[config.mk]
export PLATFORM = sky130hd
export DESIGN_NAME = commit_trace_buffer
export DESIGN_NICKNAME = d
export VERILOG_FILES = /design/src/rtl/commit_trace_buffer.sv
export SDC_FILE = /design/constraint.sdc
export NUM_CORES = 1
export LEC_CHECK = 0
export BUFFER_PORTS_ARGS = -buffer_cell sky130_fd_sc_hd__buf_2
export CORE_UTILIZATION = 40
export CTS_BUF_LIST = sky130_fd_sc_hd__clkbuf_4
export CTS_CLUSTER_SIZE = 30
export DETAILED_ROUTE_END_ITERATION = 12
export PLACE_DENSITY_LB_ADDON = 0.25
export SETUP_SLACK_MARGIN = 0.02
export SLEW_MARGIN = 20
export SYNTH_ARGS = -nofsm -noshare
export SYNTH_HDL_FRONTEND = slang
export SYNTH_SLANG_ARGS = --single-unit
[constraint.sdc]
create_clock -name clk -period 12.2 [get_ports clk]
set_input_delay 1.83 -clock clk [delete_from_list [all_inputs] [get_ports clk]]
set_output_delay 1.83 -clock clk [all_outputs]
set_load 0.005 [all_outputs]
[src/rtl/commit_trace_buffer.sv]
// rtl/commit_trace_buffer.sv - commit-event trace buffer with halt/drain FSM; optional COMMIT_TRACE_CYCLE_EN adds cycle timestamps
module commit_trace_buffer #(
  parameter int DATA_W = 16,
  parameter int REG_W  = 3,
  parameter int DEPTH  = 16,
  parameter int CNT_W  = 32
) (
  input  logic              clk,
  input  logic              rst,
  input  logic              ev_valid,
  input  logic [DATA_W-1:0] ev_pc,
  input  logic [DATA_W-1:0] ev_inst,
  input  logic              ev_regwrite,
  input  logic [REG_W-1:0]  ev_wreg,
  input  logic [DATA_W-1:0] ev_wdata,
  input  logic              ev_memread,
  input  logic              ev_memwrite,
  input  logic [DATA_W-1:0] ev_maddr,
  input  logic [DATA_W-1:0] ev_mdata,
  input  logic              ev_halt,
  output logic              rd_valid,
  input  logic              rd_ready,
  output logic [2:0]        rd_kind,
  output logic [CNT_W-1:0]  rd_inum,
  output logic [DATA_W-1:0] rd_pc,
  output logic [DATA_W-1:0] rd_wdata,
  output logic [DATA_W-1:0] rd_maddr,
  output logic [DATA_W-1:0] rd_mdata,
  output logic [REG_W-1:0]  rd_wreg,
`ifdef COMMIT_TRACE_CYCLE_EN
  output logic [CNT_W-1:0]  rd_cycle,
  output logic [CNT_W-1:0]  cycle_count,
`endif
  output logic [CNT_W-1:0]  inst_count,
  output logic [CNT_W-1:0]  drop_count,
  output logic              overflow,
  output logic              halted,
  output logic              drained
);

  localparam int PTR_W = $clog2(DEPTH);
  localparam logic [PTR_W:0] FULL_CNT = (PTR_W+1)'(DEPTH);

  localparam logic [2:0] KIND_REG   = 3'd0;
  localparam logic [2:0] KIND_LOAD  = 3'd1;
  localparam logic [2:0] KIND_STU   = 3'd2;
  localparam logic [2:0] KIND_STORE = 3'd3;
  localparam logic [2:0] KIND_NOP   = 3'd4;
  localparam logic [2:0] KIND_HALT  = 3'd5;

  typedef enum logic [1:0] {CAPTURE, HALTED, DRAINED} traceState;

  traceState state;

  logic [2:0]        kindMem  [DEPTH];
  logic [CNT_W-1:0]  inumMem  [DEPTH];
  logic [DATA_W-1:0] pcMem    [DEPTH];
  logic [REG_W-1:0]  wregMem  [DEPTH];
  logic [DATA_W-1:0] wdataMem [DEPTH];
  logic [DATA_W-1:0] maddrMem [DEPTH];
  logic [DATA_W-1:0] mdataMem [DEPTH];

  logic [PTR_W-1:0] headPtr;
  logic [PTR_W-1:0] tailPtr;
  logic [PTR_W:0]   count;
  logic [PTR_W:0]   countNext;
  logic [CNT_W-1:0] instCount;
  logic [CNT_W-1:0] dropCount;
  logic             overflowFlag;
  logic             haltedFlag;
  logic             drainedFlag;
  logic [2:0]       evKind;

  logic rdValid;
  logic isFull;
  logic capture;
  logic pop;
  logic push;
  logic overwrite;
  logic dropEv;
  logic headAdvance;
  logic unusedInst;

  // The instruction word is accepted for interface compatibility but not recorded.
  assign unusedInst = ^ev_inst;

  assign rdValid     = (count != '0);
  assign isFull      = (count == FULL_CNT);
  assign capture     = (state == CAPTURE) && ev_valid;
  assign pop         = rdValid && rd_ready;
  // Halts always get a slot; a full buffer with no pop sacrifices its oldest record.
  assign push        = capture && (ev_halt || !isFull || pop);
  assign overwrite   = capture && ev_halt && isFull && !pop;
  assign dropEv      = capture && isFull && !pop;
  assign headAdvance = pop || overwrite;

  // Classify the incoming event by priority.
  always_comb begin
    evKind = KIND_NOP;
    if (ev_halt)                         evKind = KIND_HALT;
    else if (ev_regwrite && ev_memwrite) evKind = KIND_STU;
    else if (ev_regwrite && ev_memread)  evKind = KIND_LOAD;
    else if (ev_regwrite)                evKind = KIND_REG;
    else if (ev_memwrite)                evKind = KIND_STORE;
  end

  // Occupancy update from push and head-advance.
  always_comb begin
    countNext = count;
    case ({push, headAdvance})
      2'b10:   countNext = count + (PTR_W+1)'(1);
      2'b01:   countNext = count - (PTR_W+1)'(1);
      default: countNext = count;
    endcase
  end

  // Record storage; only ever read through the valid-gated head outputs.
  always_ff @(posedge clk) begin
    if (push) begin
      kindMem[tailPtr]  <= evKind;
      inumMem[tailPtr]  <= instCount;
      pcMem[tailPtr]    <= ev_pc;
      wregMem[tailPtr]  <= ev_wreg;
      wdataMem[tailPtr] <= ev_wdata;
      maddrMem[tailPtr] <= ev_maddr;
      mdataMem[tailPtr] <= ev_mdata;
    end
  end

  // Head/tail pointers and occupancy.
  always_ff @(posedge clk) begin
    if (!rst) begin
      headPtr <= '0;
      tailPtr <= '0;
      count   <= '0;
    end else begin
      if (push)        tailPtr <= tailPtr + PTR_W'(1);
      if (headAdvance) headPtr <= headPtr + PTR_W'(1);
      count <= countNext;
    end
  end

  // Event and drop accounting.
  always_ff @(posedge clk) begin
    if (!rst) begin
      instCount    <= '0;
      dropCount    <= '0;
      overflowFlag <= 1'b0;
    end else begin
      if (capture) instCount <= instCount + CNT_W'(1);
      if (dropEv) begin
        dropCount    <= dropCount + CNT_W'(1);
        overflowFlag <= 1'b1;
      end
    end
  end

  // Capture/halt/drain state machine with registered status flags.
  always_ff @(posedge clk) begin
    if (!rst) begin
      state       <= CAPTURE;
      haltedFlag  <= 1'b0;
      drainedFlag <= 1'b0;
    end else begin
      case (state)
        CAPTURE: if (capture && ev_halt) begin
          state      <= HALTED;
          haltedFlag <= 1'b1;
        end
        HALTED: if (countNext == '0) begin
          state       <= DRAINED;
          drainedFlag <= 1'b1;
        end
        default: state <= DRAINED;
      endcase
    end
  end

`ifdef COMMIT_TRACE_CYCLE_EN
  logic [CNT_W-1:0] cycleCount;
  logic [CNT_W-1:0] cycleMem [DEPTH];

  // Free-running cycle counter that freezes once the trace is fully drained.
  always_ff @(posedge clk) begin
    if (!rst)                  cycleCount <= '0;
    else if (state != DRAINED) cycleCount <= cycleCount + CNT_W'(1);
  end

  // Timestamp each stored record with the cycle counter at push.
  always_ff @(posedge clk) begin
    if (push) cycleMem[tailPtr] <= cycleCount;
  end

  assign rd_cycle    = rdValid ? cycleMem[headPtr] : '0;
  assign cycle_count = cycleCount;
`endif

  assign rd_valid   = rdValid;
  assign rd_kind    = rdValid ? kindMem[headPtr]  : '0;
  assign rd_inum    = rdValid ? inumMem[headPtr]  : '0;
  assign rd_pc      = rdValid ? pcMem[headPtr]    : '0;
  assign rd_wreg    = rdValid ? wregMem[headPtr]  : '0;
  assign rd_wdata   = rdValid ? wdataMem[headPtr] : '0;
  assign rd_maddr   = rdValid ? maddrMem[headPtr] : '0;
  assign rd_mdata   = rdValid ? mdataMem[headPtr] : '0;
  assign inst_count = instCount;
  assign drop_count = dropCount;
  assign overflow   = overflowFlag;
  assign halted     = haltedFlag;
  assign drained    = drainedFlag;

endmodule
==> flow_summary.json <==
{
  "outcome": "finished clean",
  "ir_drop_mv": 0.1337,
  "dr_total_vias": 32100,
  "htree_levels": 5,
  "grt_pass1_vias": 34040,
  "path_class": "flop to output pin",
  "crit_fanout": 68,
  "start_util_pct": 40.43,
  "cts_setup_buffers": 0,
  "setup_viol": 0,
  "path_cells": "buf_4 > buf_4 > mux4_2 > mux4_2 > nor2b_1 > buf_2",
  "synth_cell_type_count": 53,
  "grt_overflow": 0,
  "layout.nets": 3577,
  "worstSetupStartpointType": "flop",
  "cts_tree": "built",
  "slew_violations": 0,
  "drive_above_1_share_pct": 40.72,
  "hold_class": "flop to flop",
  "drc": 0,
  "finalInstanceArea_mm2": 0.07538,
  "grt_first_pass_wirelength_um": 227600,
  "routed_wl_um": 156100,
  "syn_area_mm2": 0.06595,
  "layout_commonest_cell": "edfxtp_1",
  "clockRootBuffer": "clkbuf_4",
  "critPathRequiredTime_ns": 10.37,
  "die_h_um": 408.1,
  "insertion_delay_ns": 1.37,
  "synth-seq-area-share_pct": 76.92,
  "timing.fmax_ghz": 0.1418,
  "clock-sinks": 1718,
  "critPathSlowestCell": "buf_4",
  "fin_crit_ns": 7.050,
  "die_w_um": 408.1,
  "routedWlPerCell_um": 26.12,
  "skew_ns": 0.1434,
  "grt_setup_unrepaired": "no",
  "hold_buffers": 0,
  "ys.warnings.count": 0,
  "clkTransAtPathRegs_ns": 0.06,
  "numPortBuffers": 244,
  "end_kind": "output pin",
  "worstMarginPinSlew_ns": 1.087,
  "crit_path_max_incr_delay_ns": 0.93,
  "placed_area_mm2": 0.06981,
  "area_growth_pct": 14.30,
  "clockBufferDepth": 4,
  "async_reset_ff_share_pct": 0,
  "fp-row-count": 148,
  "p_leak_nw": 24.07,
  "max_cap_violations": 0,
  "cp.arrival_ns": 5.22,
  "power_density_mw_per_mm2": 191.2,
  "ys_seq_elements": 1718,
  "period_share_pct": 57.79,
  "ant_nets": 0,
  "cts_resized": 0,
  "antenna_found_initial": 21,
  "boundaryPins": 261,
  "synth.avg_cell_area_um2": 22.96,
  "relSlewSlack_pct": 27.39,
  "grt_max_degree": 138,
  "tns_ns": 0,
  "synthCells": 2873,
  "place_hpwl_um": 76770,
  "synth_top_flop_cell": "edfxtp_1",
  "grt_usage_pct": 18.82,
  "die_area_mm2": 0.1665,
  "drt_first_pass_iters": 5,
  "most-common-layout-cells": "1632 x edfxtp_1, 685 x clkbuf_4, 510 x mux4_2",
  "numCtsBuffers": 448,
  "core_mm2": 0.1631,
  "synth-edff-count": 1632,
  "drt_iter0_markers": 2551,
  "hold_viol": 0,
  "place.gp.congestion": 0.7155,
  "vias_per_cell": 5.371,
  "syn_nets": 2974
}
## cells by family after synthesis
| group | share of synthesized area (%) |
|---|---|
| flops | 76.92 |
| simple gates | 2.960 |
| mux | 17.51 |
| fa+ha+maj | 0.1897 |
| compound gates | 0.5540 |
| xor+xnor | 0.6640 |
| buf+inv | 1.207 |
## cells in the mapped netlist (7+ instances only)
| master | count | area (um2) |
|---|---|---|
| nand3_1 | 23 | 115.1 |
| mux4_2 | 510 | 11490 |
| buf_2 | 42 | 210.2 |
| nand2b_1 | 9 | 56.30 |
| and3_1 | 9 | 56.30 |
| inv_1 | 19 | 71.32 |
| and2_1 | 8 | 50.05 |
| and4_1 | 7 | 61.31 |
| xnor2_1 | 29 | 254.0 |
| edfxtp_1 | 1632 | 49010 |
| nand2_1 | 32 | 120.1 |
| dfxtp_1 | 86 | 1722 |
| nand4_1 | 21 | 131.4 |
| xor2_1 | 21 | 183.9 |
| buf_1 | 14 | 52.55 |
| nor2_1 | 77 | 289.0 |
| or3_1 | 11 | 68.82 |
| clkbuf_1 | 79 | 296.5 |
| nor2b_1 | 107 | 669.4 |
| o21ai_0 | 11 | 55.05 |
| ha_1 | 10 | 125.1 |
| nor3_1 | 15 | 75.07 |
| buf_6 | 14 | 157.7 |
| a21oi_1 | 24 | 120.1 |
| nor4_1 | 13 | 81.33 |
## flip-flops by register name, summed over array words and instances, names as in the netlist, 5 cells and up, named ones only
signal      count
kindMem        48
count           5
mdataMem      256
inst_count     32
wregMem        48
inumMem       512
maddrMem      256
wdataMem      256
pcMem         256
drop_count     32
## metrics by stage
step / power (mW) / std cells / worst slack [ns] / utilization [%] / hold slack [ns]
after CTS: 14.67 / 5960 / 4.865 / 46.16 / 0.4777
after global routing: 15.12 / 5975 / 4.747 / 46.21 / 0.4908
after detailed placement: 9.838 / 5199 / 5.876 / 42.79 / 0.4595
final: 14.41 / 5976 / 5.150 / 46.21 / 0.4703
after global placement: 9.824 / 5199 / 5.867 / 42.79 / 0.4528
after floorplan: 8.850 / 2873 / 1.886 / - / 0.4495
## layer usage
| metal | wire length, um | track usage [%] |
|---|---|---|
| met5 | 39 | 0 |
| met4 | 2878 | 5.840 |
| met3 | 10290 | 4.989 |
| met2 | 75740 | 29.78 |
| met1 | 67150 | 25.50 |
## power breakdown
group,leakage [nW],internal (mW),switching (mW)
Sequential,15.6,6.74,0.113
Combinational,5.19,1.32,1.44
Clock,3.33,2.57,2.23
Total,24.1,10.6,3.79
## final timing paths
| path | cells after the start | start | slack [ns] | end |
|---|---|---|---|---|
| hold / removal | 2 | drained$_SDFFE_PN0P_ | 0.47 | drained$_SDFFE_PN0P_ |
| setup / recovery | 6 | flop | 5.15 | rd_wdata[1] |
| setup reg to reg | 12 | count[1]$_SDFF_PN0_ | 7.27 | state[0]$_SDFFE_PN0P_ |
| hold reg to reg | 2 | drained$_SDFFE_PN0P_ | 0.47 | drained$_SDFFE_PN0P_ |
## layout make-up
class / instances / area [um2]
antenna: 14 / 35.03
clock buffer: 685 / 5142
clock inverter: 76 / 350.3
fill: 13710 / 87760
inverter: 19 / 71.32
multi-input combinational: 986 / 14540
sequential: 1718 / 50740
tap: 2175 / 2721
timing repair buffer: 303 / 1777
## critical path: cells and delay by family, from the launching register on
family / cells / cell delay [ns]
DFF: 1 / 0.91
muxes: 2 / 0.90
buffers and inverters: 3 / 1.84
and+or+nand+nor: 1 / 0.22
(Power assumes the default switching activity.)
